**src/rtl/mem_write_ctrl_pkg.sv**
```systemverilog
// rtl/mem_write_ctrl_pkg.sv - shared state encoding and defaults for the store write controller
package mem_write_ctrl_pkg;

  typedef enum logic [2:0] {
    IDLE,
    WR1,
    WR2,
    DONE,
    ERR
  } wrState_t;

  localparam int DEFAULT_ADDR_STEP = 4;
  localparam int DEFAULT_MAX_WAIT  = 15;

endpackage

```
**src/rtl/mem_write_ctrl_ack_timer.sv**
```systemverilog
// rtl/mem_write_ctrl_ack_timer.sv - memAck wait counter; timeout flags the cycle the count would reach MAX_WAIT
module mem_ack_timer
  import mem_write_ctrl_pkg::*;
#(
  parameter int MAX_WAIT = DEFAULT_MAX_WAIT
) (
  input  logic clk,
  input  logic reset,
  input  logic clear,
  input  logic enable,
  output logic timeout
);

  localparam int CW = $clog2(MAX_WAIT + 1);

  logic [CW-1:0] count;

  always_ff @(posedge clk) begin
    if (reset || clear) begin
      count <= '0;
    end else if (enable && (count != CW'(MAX_WAIT))) begin
      count <= count + CW'(1);
    end
  end

  // An ack in the final allowed cycle suppresses enable, so it still counts as success.
  assign timeout = enable && (count == CW'(MAX_WAIT - 1));

endmodule

```
**src/rtl/mem_write_ctrl.sv**
```systemverilog
// rtl/mem_write_ctrl.sv - store execution stage: one/two-word memory write with held done flags
// Optional trace output guarded by MEMWR_TRACE_EN.
module mem_write_ctrl
  import mem_write_ctrl_pkg::*;
#(
  parameter int ADDR_W    = 32,
  parameter int DATA_W    = 32,
  parameter int ADDR_STEP = DEFAULT_ADDR_STEP,
  parameter int MAX_WAIT  = DEFAULT_MAX_WAIT
) (
  input  logic              clk,
  input  logic              reset,
  input  logic              storeValid,
  output logic              storeReady,
  input  logic              storeDouble,
  input  logic [ADDR_W-1:0] storeAddr,
  input  logic [DATA_W-1:0] storeData1,
  input  logic [DATA_W-1:0] storeData2,
  input  logic              noStore,
  input  logic              instrClear,
  output logic              memReq,
  output logic [ADDR_W-1:0] memAddr,
  output logic [DATA_W-1:0] memWData,
  input  logic              memAck,
  output logic              memWriteDone1,
  output logic              memWriteDone2,
  output logic              memWriteErr
);

  wrState_t          state, stateNext;
  logic [ADDR_W-1:0] addrQ;
  logic [DATA_W-1:0] data1Q, data2Q;
  logic              doubleQ;
  logic              ackHit, expired;

  assign ackHit = memReq && memAck;

  mem_ack_timer #(.MAX_WAIT(MAX_WAIT)) ackTimer (
    .clk    (clk),
    .reset  (reset),
    .clear  (!memReq),
    .enable (memReq && !memAck),
    .timeout(expired)
  );

  always_comb begin
    stateNext = state;
    case (state)
      IDLE: begin
        if (storeReady && storeValid)  stateNext = WR1;
        else if (storeReady && noStore) stateNext = DONE;
      end
      WR1: begin
        if (ackHit)       stateNext = doubleQ ? WR2 : DONE;
        else if (expired) stateNext = ERR;
      end
      WR2: begin
        if (ackHit)       stateNext = DONE;
        else if (expired) stateNext = ERR;
      end
      DONE, ERR: begin
        if (instrClear) stateNext = IDLE;
      end
      default: stateNext = IDLE;
    endcase
  end

  always_ff @(posedge clk) begin
    if (reset) begin
      state         <= IDLE;
      storeReady    <= 1'b0;
      memReq        <= 1'b0;
      memAddr       <= '0;
      memWData      <= '0;
      memWriteDone1 <= 1'b0;
      memWriteDone2 <= 1'b0;
      memWriteErr   <= 1'b0;
      addrQ         <= '0;
      data1Q        <= '0;
      data2Q        <= '0;
      doubleQ       <= 1'b0;
    end else begin
      state      <= stateNext;
      storeReady <= (stateNext == IDLE);
      case (state)
        IDLE: begin
          if (storeReady && storeValid) begin
            addrQ   <= storeAddr;
            data1Q  <= storeData1;
            data2Q  <= storeData2;
            doubleQ <= storeDouble;
          end else if (storeReady && noStore) begin
            memWriteDone1 <= 1'b1;
            memWriteDone2 <= 1'b1;
          end
        end
        // Each write state spends its first cycle with memReq low, guaranteeing the gap between words.
        WR1: begin
          if (ackHit) begin
            memReq        <= 1'b0;
            memWriteDone1 <= 1'b1;
            if (!doubleQ) memWriteDone2 <= 1'b1;
            addrQ         <= addrQ + ADDR_W'(ADDR_STEP);
          end else if (expired) begin
            memReq      <= 1'b0;
            memWriteErr <= 1'b1;
          end else if (!memReq) begin
            memReq   <= 1'b1;
            memAddr  <= addrQ;
            memWData <= data1Q;
          end
        end
        WR2: begin
          if (ackHit) begin
            memReq        <= 1'b0;
            memWriteDone2 <= 1'b1;
          end else if (expired) begin
            memReq      <= 1'b0;
            memWriteErr <= 1'b1;
          end else if (!memReq) begin
            memReq   <= 1'b1;
            memAddr  <= addrQ;
            memWData <= data2Q;
          end
        end
        DONE, ERR: begin
          if (instrClear) begin
            memWriteDone1 <= 1'b0;
            memWriteDone2 <= 1'b0;
            memWriteErr   <= 1'b0;
          end
        end
        default: ;
      endcase
    end
  end

`ifdef MEMWR_TRACE_EN
  always_ff @(posedge clk) begin
    if (reset) begin
      $display("[memwr] reset");
    end else begin
      if (ackHit && (state == WR1 || state == WR2))
        $display("[memwr] write addr=%h data=%h", memAddr, memWData);
      if (expired && (state == WR1 || state == WR2))
        $display("[memwr] ack timeout addr=%h", memAddr);
      if (instrClear && (state == DONE || state == ERR))
        $display("[memwr] instrClear");
    end
  end
`else
`endif

endmodule

```
**config.mk**
```make
export PLATFORM = sky130hd
export DESIGN_NAME = mem_write_ctrl
export DESIGN_NICKNAME = d
export VERILOG_FILES = /design/src/rtl/mem_write_ctrl_pkg.sv /design/src/rtl/mem_write_ctrl_ack_timer.sv /design/src/rtl/mem_write_ctrl.sv
export SDC_FILE = /design/constraint.sdc
export NUM_CORES = 1
export LEC_CHECK = 0
export CORE_ASPECT_RATIO = 0.6
export CORE_MARGIN = 2
export CORE_UTILIZATION = 35
export CTS_CLUSTER_SIZE = 25
export DETAILED_ROUTE_END_ITERATION = 16
export PLACE_DENSITY = 0.71
export SLEW_MARGIN = 20
export SYNTH_ARGS = -nofsm -noshare
export SYNTH_HDL_FRONTEND = slang
export SYNTH_SLANG_ARGS = --single-unit
```
**constraint.sdc**
```tcl
create_clock -name clk -period 3.53 [get_ports clk]
set_clock_uncertainty 0.2 [all_clocks]
set_input_delay 0.706 -clock clk [delete_from_list [all_inputs] [get_ports clk]]
set_output_delay 0.706 -clock clk [all_outputs]
set_load 0.02 [all_outputs]
```
==> load_flow_metrics.sql, run 1 <==
INSERT INTO impl_metrics (metric_group, metric, value, unit) VALUES
('clocking', 'cts_setup_buffers', '0', ''),
('timing', 'setup_tns', '0', 'ps'),
('critical_path', 'cp_slowest_cell', 'sky130_fd_sc_hd__o22ai_2', ''),
('critical_path', 'critPathMaxFanout', '15', ''),
('power_and_ir_drop', 'clock_power_frac', '0.265', ''),
('critical_path', 'criticalPathCategory', 'input pin to flip-flop', ''),
('clocking', 'cts_buffer_depth', '2', ''),
('clocking', 'cts_buffers', '17', ''),
('routing', 'drt-pass1-iter-count', '5', ''),
('synth', 'syn_inst', '918', ''),
('power_and_ir_drop', 'cell_internal_pwr', '4.63', 'mW'),
('floorplan', 'floorplan.die_area', '22500', 'sq um'),
('critical_path', 'worstRegToRegCells', '5', ''),
('critical_path', 'worst_path_dominant_cell_family', 'compound AO/OA/AOI/OAI gates', ''),
('run', 'max-cap-violations', '0', ''),
('timing', 'final_min_period_over_clock_period', '0.767', ''),
('synth', 'synth.cell_area', '7440', 'sq um'),
('final_layout', 'fin_area', '9950', 'sq um'),
('clocking', 'clock_sinks', '173', ''),
('timing', 'number_of_pins_with_negative_max_slew_slack_in_the_final_report', '0', ''),
('critical_path', 'worstPathBufferInverterCount', '2', ''),
('final_layout', 'layout-area-overhead-vs-synth', '33.6', '%'),
('synth', 'yosys.cell_types.count', '74', ''),
('routing', 'wl_per_cell', '15.9', 'microns'),
('routing', 'route.final.wire_length', '21400', 'microns'),
('routing', 'detail_route.drc_violations', '0', ''),
('synth', 'postSynth.asyncResetShare', '0', ''),
('clocking', 'cts_hold_buf', '0', ''),
('final_layout', 'layout-drive-gt1-share', '0.0611', ''),
('floorplan', 'floorplan.io_pins', '172', ''),
('timing', 'worst_pin_slew', '726', 'ps'),
('power_and_ir_drop', 'power-per-cell-area', '738', 'nW/um^2'),
('floorplan', 'fp.coreArea', '20900', 'sq um'),
('timing', 'holdWs', '253', 'ps'),
('floorplan', 'rows', '41', ''),
('clocking', 'htree_levels', '4', ''),
('clocking', 'cts.repair.resized', '0', ''),
('routing', 'vias', '6957', ''),
('global_route', 'first_global_vias', '6304', ''),
('clocking', 'tritoncts_clock_tree', 'built', ''),
('timing', 'finalHoldViolCount', '0', ''),
('global_route', 'global_route_wire_length_before_repair', '33400', 'microns'),
('critical_path', 'timing.rr.end', 'data2Q[9]$_SDFFE_PP0P_', ''),
('critical_path', 'startpoint', 'storeValid', ''),
('clocking', 'clk-insertion-delay-late', '430', 'ps'),
('synth', 'syn_nets', '1024', ''),
('power_and_ir_drop', 'p_leak', '3.30', 'nW'),
('timing', 'setup_viol_count_final', '0', ''),
('critical_path', 'crit_chain', 'clkdlybuf4s50_1 > nand3b_1 > o22ai_2 > buf_4 > o21ai_0 > o21a_1 > nor3_1', ''),
('floorplan', 'die-width', '192', 'microns'),
('power_and_ir_drop', 'vdd.ir_drop.worst', '478', 'uV'),
('synth', 'synth-seq-area-share', '0.465', ''),
('floorplan', 'initial_utilization', '0.356', ''),
('routing', 'drt_iter0_markers', '456', ''),
('clocking', 'clock-root-buffer', 'sky130_fd_sc_hd__clkbuf_16', ''),
('timing', 'timing.slew.headroom', '0.512', ''),
('global_route', 'grt_antenna_before_repair', '0', ''),
('critical_path', 'crit_path_end', 'addrQ[12]$_SDFFE_PP0P_', ''),
('critical_path', 'setup.worst_path.end_class', 'flip-flop', ''),
('synth', 'synth-warning-count', '0', ''),
('critical_path', 'cp_slowest_stage_delay', '530', 'ps'),
('global_route', 'grt_max_degree', '61', ''),
('synth', 'ys_dominant_reg_cell', 'sky130_fd_sc_hd__dfxtp_1', ''),
('timing', 'setup_repair_after_global_routing_missed_its_margin', 'no', ''),
('synth', 'synth_seq_cells', '173', ''),
('worst_hold_path', 'worstHoldPathType', 'flip-flop to flip-flop', ''),
('status', 'run_status', 'completed', ''),
('global_route', 'groute.usage.overall', '0.190', ''),
('routing', 'ant_nets', '0', ''),
('synth', 'synthMostInstantiatedCell', 'sky130_fd_sc_hd__nand2_1', ''),
('final_layout', 'fin_nets', '1156', '');
==> flip-flops by register name, summed over array words and instances, names as in the netlist <==
name,flops
addrQ,32
data1Q,32
data2Q,32
memAddr,32
memWData,32
ackTimer.count,4
state,3
doubleQ,1
memReq,1
memWriteDone1,1
memWriteDone2,1
memWriteErr,1
storeReady,1
==> cell families (layout without fill, tap and decap cells) <==
family / Yosys count / in the layout / synth area share
AO/OA/AOI/OAI: 231 / 231 / 0.196
AND/OR/NAND/NOR: 396 / 396 / 0.241
multiplexers: 35 / 35 / 0.0472
flip-flops: 173 / 173 / 0.465
buffers and inverters: 77 / 222 / 0.0422
adder cells (fa/ha/maj): 3 / 3 / 0.00504
XOR/XNOR: 3 / 3 / 0.00353
==> cell type report <==
| class | count | area, sq um |
|---|---|---|
| Fill cell | 2027 | 11000 |
| Multi-Input combinational cell | 668 | 3690 |
| Sequential cell | 173 | 3460 |
| Timing Repair Buffer | 185 | 1830 |
| Clock buffer | 23 | 468 |
| Tap cell | 279 | 349 |
| Clock inverter | 9 | 134 |
| Inverter | 5 | 18.8 |
==> metal layers <==
metal | GRT usage | share of wire
met2 | 0.267 | 0.40
met3 | 0.0590 | 0.085
met5 | 0 | 0
met1 | 0.281 | 0.51
met4 | 0.0412 | 0.0057
==> power groups by stage <==
stage	logic [mW]	clock network, mW	registers [mW]
after global placement	2.61	0	2.78
after detailed placement	2.65	0	2.79
final	2.64	1.94	2.76
after floorplan	1.41	0	2.97
after CTS	2.66	1.99	2.75
after global routing	2.89	2.06	2.82
==> worst min-delay path by stage <==
stage | slack (ps) | from | endpoint | depth (start not counted)
after floorplan | 230 | addrQ[0]$_SDFFE_PP0P_ | memAddr[0]$_SDFFE_PP0P_ | 2
after global placement | 240 | data1Q[30]$_SDFFE_PP0P_ | data1Q[30]$_SDFFE_PP0P_ | 2
after detailed placement | 250 | data1Q[16]$_SDFFE_PP0P_ | data1Q[16]$_SDFFE_PP0P_ | 2
after CTS | 250 | data1Q[16]$_SDFFE_PP0P_ | data1Q[16]$_SDFFE_PP0P_ | 2
after global routing | 270 | memAddr[10]$_SDFFE_PP0P_ | memAddr[10]$_SDFFE_PP0P_ | 2
final | 250 | data1Q[30]$_SDFFE_PP0P_ | data1Q[30]$_SDFFE_PP0P_ | 2
==> metrics by stage <==
step	total power, mW	worst slack [ps]	utilization	std cells
after floorplan	4.38	1280	-	918
after global placement	5.39	541	0.446	1310
after detailed placement	5.43	454	0.446	1310
after CTS	7.40	893	0.475	1342
after global routing	7.77	734	0.475	1342
final	7.34	823	0.475	1342
==> tightest hold or removal path: cells and delay by family, from the launching register on <==
family / cells / cell delay, ps
AOI/OAI and AO/OA: 1 / 50
DFF: 1 / 310
and+or+nand+nor: 1 / 50
==> cell usage in the layout (no fill, tap or decap), types with 3 or more instances in the layout <==
cell,instances
sky130_fd_sc_hd__and4_1,5
sky130_fd_sc_hd__clkdlybuf4s50_1,170
sky130_fd_sc_hd__nor2_1,70
sky130_fd_sc_hd__dfxtp_1,173
sky130_fd_sc_hd__nand4_1,6
sky130_fd_sc_hd__a31oi_1,4
sky130_fd_sc_hd__o22ai_1,6
sky130_fd_sc_hd__clkbuf_16,17
sky130_fd_sc_hd__o21a_1,5
sky130_fd_sc_hd__a311oi_1,4
sky130_fd_sc_hd__a22oi_1,4
sky130_fd_sc_hd__mux2i_1,34
sky130_fd_sc_hd__nor4_1,3
sky130_fd_sc_hd__nand3_1,22
sky130_fd_sc_hd__and3_1,9
sky130_fd_sc_hd__clkbuf_1,4
sky130_fd_sc_hd__nor3_1,10
sky130_fd_sc_hd__ha_1,3
sky130_fd_sc_hd__a21oi_1,118
sky130_fd_sc_hd__nand2_1,232
sky130_fd_sc_hd__bufinv_16,3
sky130_fd_sc_hd__o211ai_1,3
sky130_fd_sc_hd__a32o_1,3
sky130_fd_sc_hd__or2_2,3
sky130_fd_sc_hd__inv_1,4
sky130_fd_sc_hd__or3_1,5
sky130_fd_sc_hd__o21ai_0,18
sky130_fd_sc_hd__and2_0,3
sky130_fd_sc_hd__a211oi_1,38
sky130_fd_sc_hd__buf_4,14
(Power assumes the default switching activity.)
==> run 2: changes to the inputs <==
--- a/config.mk
+++ b/config.mk
@@ -10,7 +10,7 @@
 export CORE_UTILIZATION = 35
 export CTS_CLUSTER_SIZE = 25
 export DETAILED_ROUTE_END_ITERATION = 16
-export PLACE_DENSITY = 0.71
+export PLACE_DENSITY = 0.74
 export SLEW_MARGIN = 20
 export SYNTH_ARGS = -nofsm -noshare
 export SYNTH_HDL_FRONTEND = slang
==> constraint.sdc (replaced) <==
create_clock -name clk -period 2.23 [get_ports clk]
set_clock_uncertainty 0.2 [all_clocks]
set_input_delay 0.446 -clock clk [delete_from_list [all_inputs] [get_ports clk]]
set_output_delay 0.446 -clock clk [all_outputs]
set_load 0.02 [all_outputs]
==> run 2 against run 1 <==
  * Global-route usage up 0.83 points
  * Critical endpoint is now addrQ[28]$_SDFFE_PP0P_
  * Largest power group is now combinational logic
  * Highest routed layer unchanged
  * Register-to-register slack worse by 850 ps
  * Core utilization increased by 2.2 points
  * Design area up 4.6%
  * Count of clock-buffer cells in the layout fell by 2
  * Via count grew 3.1%
==> load_flow_metrics.sql, run 2 (synthesis gave the netlist of run 1 again) <==
INSERT INTO impl_metrics (metric_group, metric, value, unit) VALUES
('final_layout', 'layout-area-overhead-vs-synth', '39.8', '%'),
('floorplan', 'floorplan.io_pins', '172', ''),
('routing', 'drt-vias-per-instance', '5.20', ''),
('floorplan', 'floorplan.die_area', '22500', 'sq um'),
('routing', 'ant_nets', '0', ''),
('place', 'gp_congestion', '0.887', ''),
('power_and_ir_drop', 'vdd.ir_drop.worst', '725', 'uV'),
('routing', 'vias', '7175', ''),
('routing', 'drt_iter0_markers', '466', ''),
('final_layout', 'final_core_utilization', '0.497', ''),
('routing', 'detail_route.drc_violations', '0', ''),
('place', 'detailedPlacementHpwl', '15200', 'microns'),
('floorplan', 'initial_utilization', '0.356', ''),
('final_layout', 'fillers', '2022', ''),
('timing', 'setup_repair_after_global_routing_missed_its_margin', 'yes', ''),
('final_layout', 'fin_nets', '1199', ''),
('critical_path', 'crit_chain', 'ha_4 > nand3_2 > or4_4 > nor3_4 > buf_4 > nand3_1 > a221oi_2', ''),
('floorplan', 'chipHeight', '117', 'microns'),
('clocking', 'cts_hold_buf', '0', ''),
('status', 'run_status', 'completed', ''),
('floorplan', 'die-width', '192', 'microns'),
('global_route', 'grt_antenna_before_repair', '0', ''),
('critical_path', 'worst_path_dominant_cell_family', 'simple AND/OR/NAND/NOR gates', ''),
('clocking', 'htree_levels', '4', ''),
('global_route', 'grt.overflow.total', '0', ''),
('timing', 'finalHoldViolCount', '0', ''),
('critical_path', 'cp_slowest_stage_delay', '590', 'ps'),
('critical_path', 'critical_path.startpoint_type', 'flip-flop', ''),
('floorplan', 'fp.coreArea', '20900', 'sq um'),
('run', 'max-cap-violations', '0', ''),
('timing', 'final_min_period_over_clock_period', '0.970', ''),
('routing', 'wl_per_cell', '16.0', 'microns'),
('critical_path', 'setup.reg_to_reg.worst_slack', '70', 'ps'),
('routing', 'route.final.wire_length', '22100', 'microns'),
('timing', 'timing.slew.headroom', '0.690', ''),
('power_and_ir_drop', 'p_leak', '3.55', 'nW'),
('clocking', 'cts_buffer_depth', '2', ''),
('global_route', 'first_global_vias', '6584', ''),
('critical_path', 'critPathMaxFanout', '5', ''),
('timing', 'number_of_pins_with_negative_max_slew_slack_in_the_final_report', '0', ''),
('critical_path', 'criticalPathCategory', 'flip-flop to flip-flop', ''),
('clocking', 'clkSlewWorstSetupHoldPaths', '70', 'ps'),
('clocking', 'cts_buffers', '17', ''),
('power_and_ir_drop', 'power-per-cell-area', '1160', 'nW/um^2'),
('final_layout', 'mostFrequentLayoutCell', 'sky130_fd_sc_hd__nand2_1', ''),
('critical_path', 'cp_slowest_cell', 'sky130_fd_sc_hd__or4_4', ''),
('timing', 'setup_viol_count_final', '0', ''),
('final_layout', 'num_antenna_cells', '0', ''),
('global_route', 'groute.usage.overall', '0.198', ''),
('critical_path', 'cp_data_arrival_time', '2300', 'ps'),
('timing', 'final_period_minus_worst_setup_slack', '2160', 'ps'),
('critical_path', 'worstPathBufferInverterCount', '1', ''),
('clocking', 'tritoncts_clock_tree', 'built', ''),
('floorplan', 'rows', '41', ''),
('global_route', 'global_route_wire_length_before_repair', '34600', 'microns'),
('routing', 'drt-pass1-iter-count', '6', ''),
('place', 'portBuffers', '171', ''),
('timing', 'max_freq', '462', 'MHz'),
('final_layout', 'mostFrequentLayoutCells', 'sky130_fd_sc_hd__nand2_1 (232), sky130_fd_sc_hd__dfxtp_1 (170), sky130_fd_sc_hd__clkdlybuf4s50_1 (170)', ''),
('clocking', 'clk-insertion-delay-late', '440', 'ps'),
('clocking', 'clock-root-buffer', 'sky130_fd_sc_hd__clkbuf_16', ''),
('critical_path', 'setup.worst_path.end_class', 'flip-flop', ''),
('global_route', 'grt_max_degree', '101', ''),
('final_layout', 'layout-drive-gt1-share', '0.0998', ''),
('timing', 'setup_tns', '0', 'ps'),
('timing', 'worst_pin_slew', '466', 'ps'),
('worst_hold_path', 'worstHoldPathType', 'input pin to flip-flop', ''),
('clocking', 'clock_sinks', '173', ''),
('critical_path', 'cp.required', '2370', 'ps');
-- run 2: what timing repair did --
action | 4_1_cts | 5_1_grt
cloned | 0 | 0
endpoints found under the setup margin | 3 | 6
setup buffers | 1 | 0
resized for setup | 2 | 2
pin swaps | 1 | 3
-- run 2: layout make-up --
type / instances / area, sq um / share of cell area
sequential: 173 / 3470 / 0.333
tap: 279 / 349 / 0.0335
timing repair buffer: 228 / 2270 / 0.219
clock buffer: 21 / 450 / 0.0433
multi-input combinational: 668 / 3700 / 0.356
clock inverter: 7 / 141 / 0.0136
inverter: 5 / 18.8 / 0.00180
-- run 2: report_power, final --
part           internal (mW)  leakage (nW)  switching [mW]
combinational           2.03          1.86            2.68
sequential              3.80          1.41           0.474
clock                   1.88         0.285            1.22
-- run 2: routing by layer --
layer,part of all wire,global-route usage,vias up,wire length [microns]
met1,0.48,0.284,3338,10600
li1,-,-,3545,-
met3,0.10,0.0656,14,2310
met4,0.0079,0.0489,0,175
met5,0,0,-,0
met2,0.41,0.285,278,9040
-- run 2: worst paths after layout --
kind                                            start                       end  depth (start not counted)
worst min-delay path                            reset  memAddr[14]$_SDFFE_PP0P_                          2
worst max register to register  addrQ[2]$_SDFFE_PP0P_    addrQ[28]$_SDFFE_PP0P_                          7
worst max-delay path            addrQ[2]$_SDFFE_PP0P_    addrQ[28]$_SDFFE_PP0P_                          7
worst min register to register  addrQ[0]$_SDFFE_PP0P_   memAddr[0]$_SDFFE_PP0P_                          2
-- run 2: metrics by stage --
step / hold WS [ps] / instances / cell area (sq um) / setup WS (ps) / power [mW]
after floorplan: 232 / 918 / 7460 / 20.4 / 6.94
after global placement: 240 / 1352 / 9800 / -242 / 8.92
after detailed placement: 241 / 1352 / 9800 / -257 / 9.01
after CTS: 142 / 1381 / 10400 / 18.2 / 12.1
after global routing: 172 / 1381 / 10400 / -11.4 / 12.8
final: 166 / 1381 / 10400 / 66.6 / 12.1
-- run 2: worst register-to-register path: cells and delay by family (launching register included) --
family	cells	cell delay, ps
AO/OA/AOI/OAI	1	230
adder cells (fa/ha/maj)	1	140
AND/OR/NAND/NOR	4	940
buffers and inverters	1	170
flip-flops	1	390
==> edit, RTL diff (flow settings as in run 2) <==
Compare `count` against `CW'(MAX_WAIT - 1)` with >= in place of ==.
--- a/src/rtl/mem_write_ctrl_ack_timer.sv
+++ b/src/rtl/mem_write_ctrl_ack_timer.sv
@@ -26,3 +26,3 @@
   // An ack in the final allowed cycle suppresses enable, so it still counts as success.
-  assign timeout = enable && (count == CW'(MAX_WAIT - 1));
+  assign timeout = enable && (count >= CW'(MAX_WAIT - 1));
 
Check against the original RTL: same outputs for any inputs over 4 cycles, from zero or initial values and one cycle with reset high; that may be too few to reach the edited logic, so the function may still have changed.
==> edit against run 2 <==
Setup slack worse by 0.010 ns. Sequential cell count unchanged. Non-clock buffer count unchanged. Cell area down 0.93%. Routed wire length down 1.4%. Area after synthesis down 0.50%. Clock power down 6%. Highest routed layer unchanged. Count of clock-buffer cells in the layout up 3. Largest cell class unchanged. Total power down 1.1%. Core utilization down 0.34 points.
==> edit: results (changes against run 2) <==
Worst setup path
  – WP data arrival: 1.53 ns (-0.77 ns)
  – CP delay by family, top: buffers and inverters
  – Crit path largest cell delay: 0.66 ns (+0.07 ns)
  – R2R setup slack: 0.16 ns (+0.09 ns)
  – Worst-path maximum fanout: 10 (+5)
  – Critical path's slowest cell: clkdlybuf4s50_1

Layout
  – Layout cells sized above 1: 8.87% (-1.1 points)
  – Nets: 1,209 (+0.83%)
  – Layout fillers: 2,018 (-0.20%)

Pwr
  – Switching Share: 36.8% (+0.53 points)
  – Leak: 3.73 nW (+5.1%)
  – Internal: 0.00756 W (-1.9%)
  – Comb group: 0.00475 W (+0.8%)

Synthesis
  – Largest cells by area after synthesis: dfxtp_1 (47%), nand2_1 (12%), a21oi_1 (8.4%)
  – Post-synthesis compound-gate area fraction: 20.2% (+0.66 points)
  – Mux share of post-synthesis cell area: 5.00% (+0.28 points)
  – Netlist cell types: 57 (-23%)
  – Commonest cells in the synthesized netlist: nand2_1 (235), dfxtp_1 (173), a21oi_1 (125)
  – Sequential area share after synthesis: 46.8% (+0.24 points)
  – Post-synthesis adder-cell area fraction: 0.507% (+0.0026 points)

Run status
  – Outcome: finished, final reports clean

Global routing
  – Global-route wire length before repair: 34,300 microns (-1.1%)
  – Global Route Usage Sum: 19.6% (-0.18 points)
  – Pin count of the biggest net entering global routing: 111 (+9.9%)
  – Vias in the first global route: 6,394 (-2.9%)

Place
  – Detailed Place HPWL: 15,500 microns (+2.2%)
  – Dpl cell area: 9720 sq um (-0.79%)

Routing
  – Vias per Instance: 5.15 (-0.78%)
  – Final wirelength: 21,800 microns (-1.4%)
  – Drt initial violations: 614 (+32%)
## edit: repair_timing
action                     in CTS  in global routing
hold endpoints to repair        0                  0
buffers inserted                0                  1
resized for setup               1                  2
setup endpoints to repair       1                  4
pin swaps                       0                  1
## edit: path summary, 6_finish.rpt
kind | from | endpoint | cells past startpoint
worst max-delay path | memReq | memReq | 1
worst max register to register | addrQ[2] | addrQ[30] | 7
worst min-delay path | reset | state[2] | 2
worst min register to register | data2Q[17] | data2Q[17] | 2
## edit: metrics by stage
stage	util, %	TNS (ns)	cells	setup WS [ns]	hold WS (ns)
2_1_floorplan	-	0	932	0.235	0.232
3_3_place_gp	46.6	-8.80	1362	-0.242	0.239
3_5_place_dp	46.6	-13.10	1362	-0.255	0.246
4_1_cts	49.3	0	1394	0.0260	0.154
5_1_grt	49.4	0	1395	0.00394	0.175
6_report	49.4	0	1395	0.0566	0.181
## edit: layer usage
metal | GRT usage (%) | vias up | wire length, microns
li1 | - | 3594 | -
met1 | 29.8 | 3289 | 11000
met2 | 27.1 | 286 | 8740
met3 | 4.30 | 22 | 1790
met4 | 6.36 | 0 | 286
met5 | 0 | - | 0
## edit: kinds of logic (layout without fill, tap and decap cells)
group                    after synthesis  after routing
buffers and inverters                 85            269
multiplexers                          37             37
adder cells (fa/ha/maj)                3              3
XOR/XNOR                               3              3
AO/OA/AOI/OAI                        244            244
AND/OR/NAND/NOR                      387            387
flip-flops                           173            173
## edit: cell type report
class / instances / area (sq um) / area share [%]
Multi-Input combinational cell: 674 / 3620 / 35.2
Tap cell: 279 / 349 / 3.39
Clock inverter: 8 / 81.3 / 0.789
Inverter: 9 / 33.8 / 0.328
Clock buffer: 24 / 492 / 4.77
Timing Repair Buffer: 228 / 2270 / 22.0
Sequential cell: 173 / 3460 / 33.6
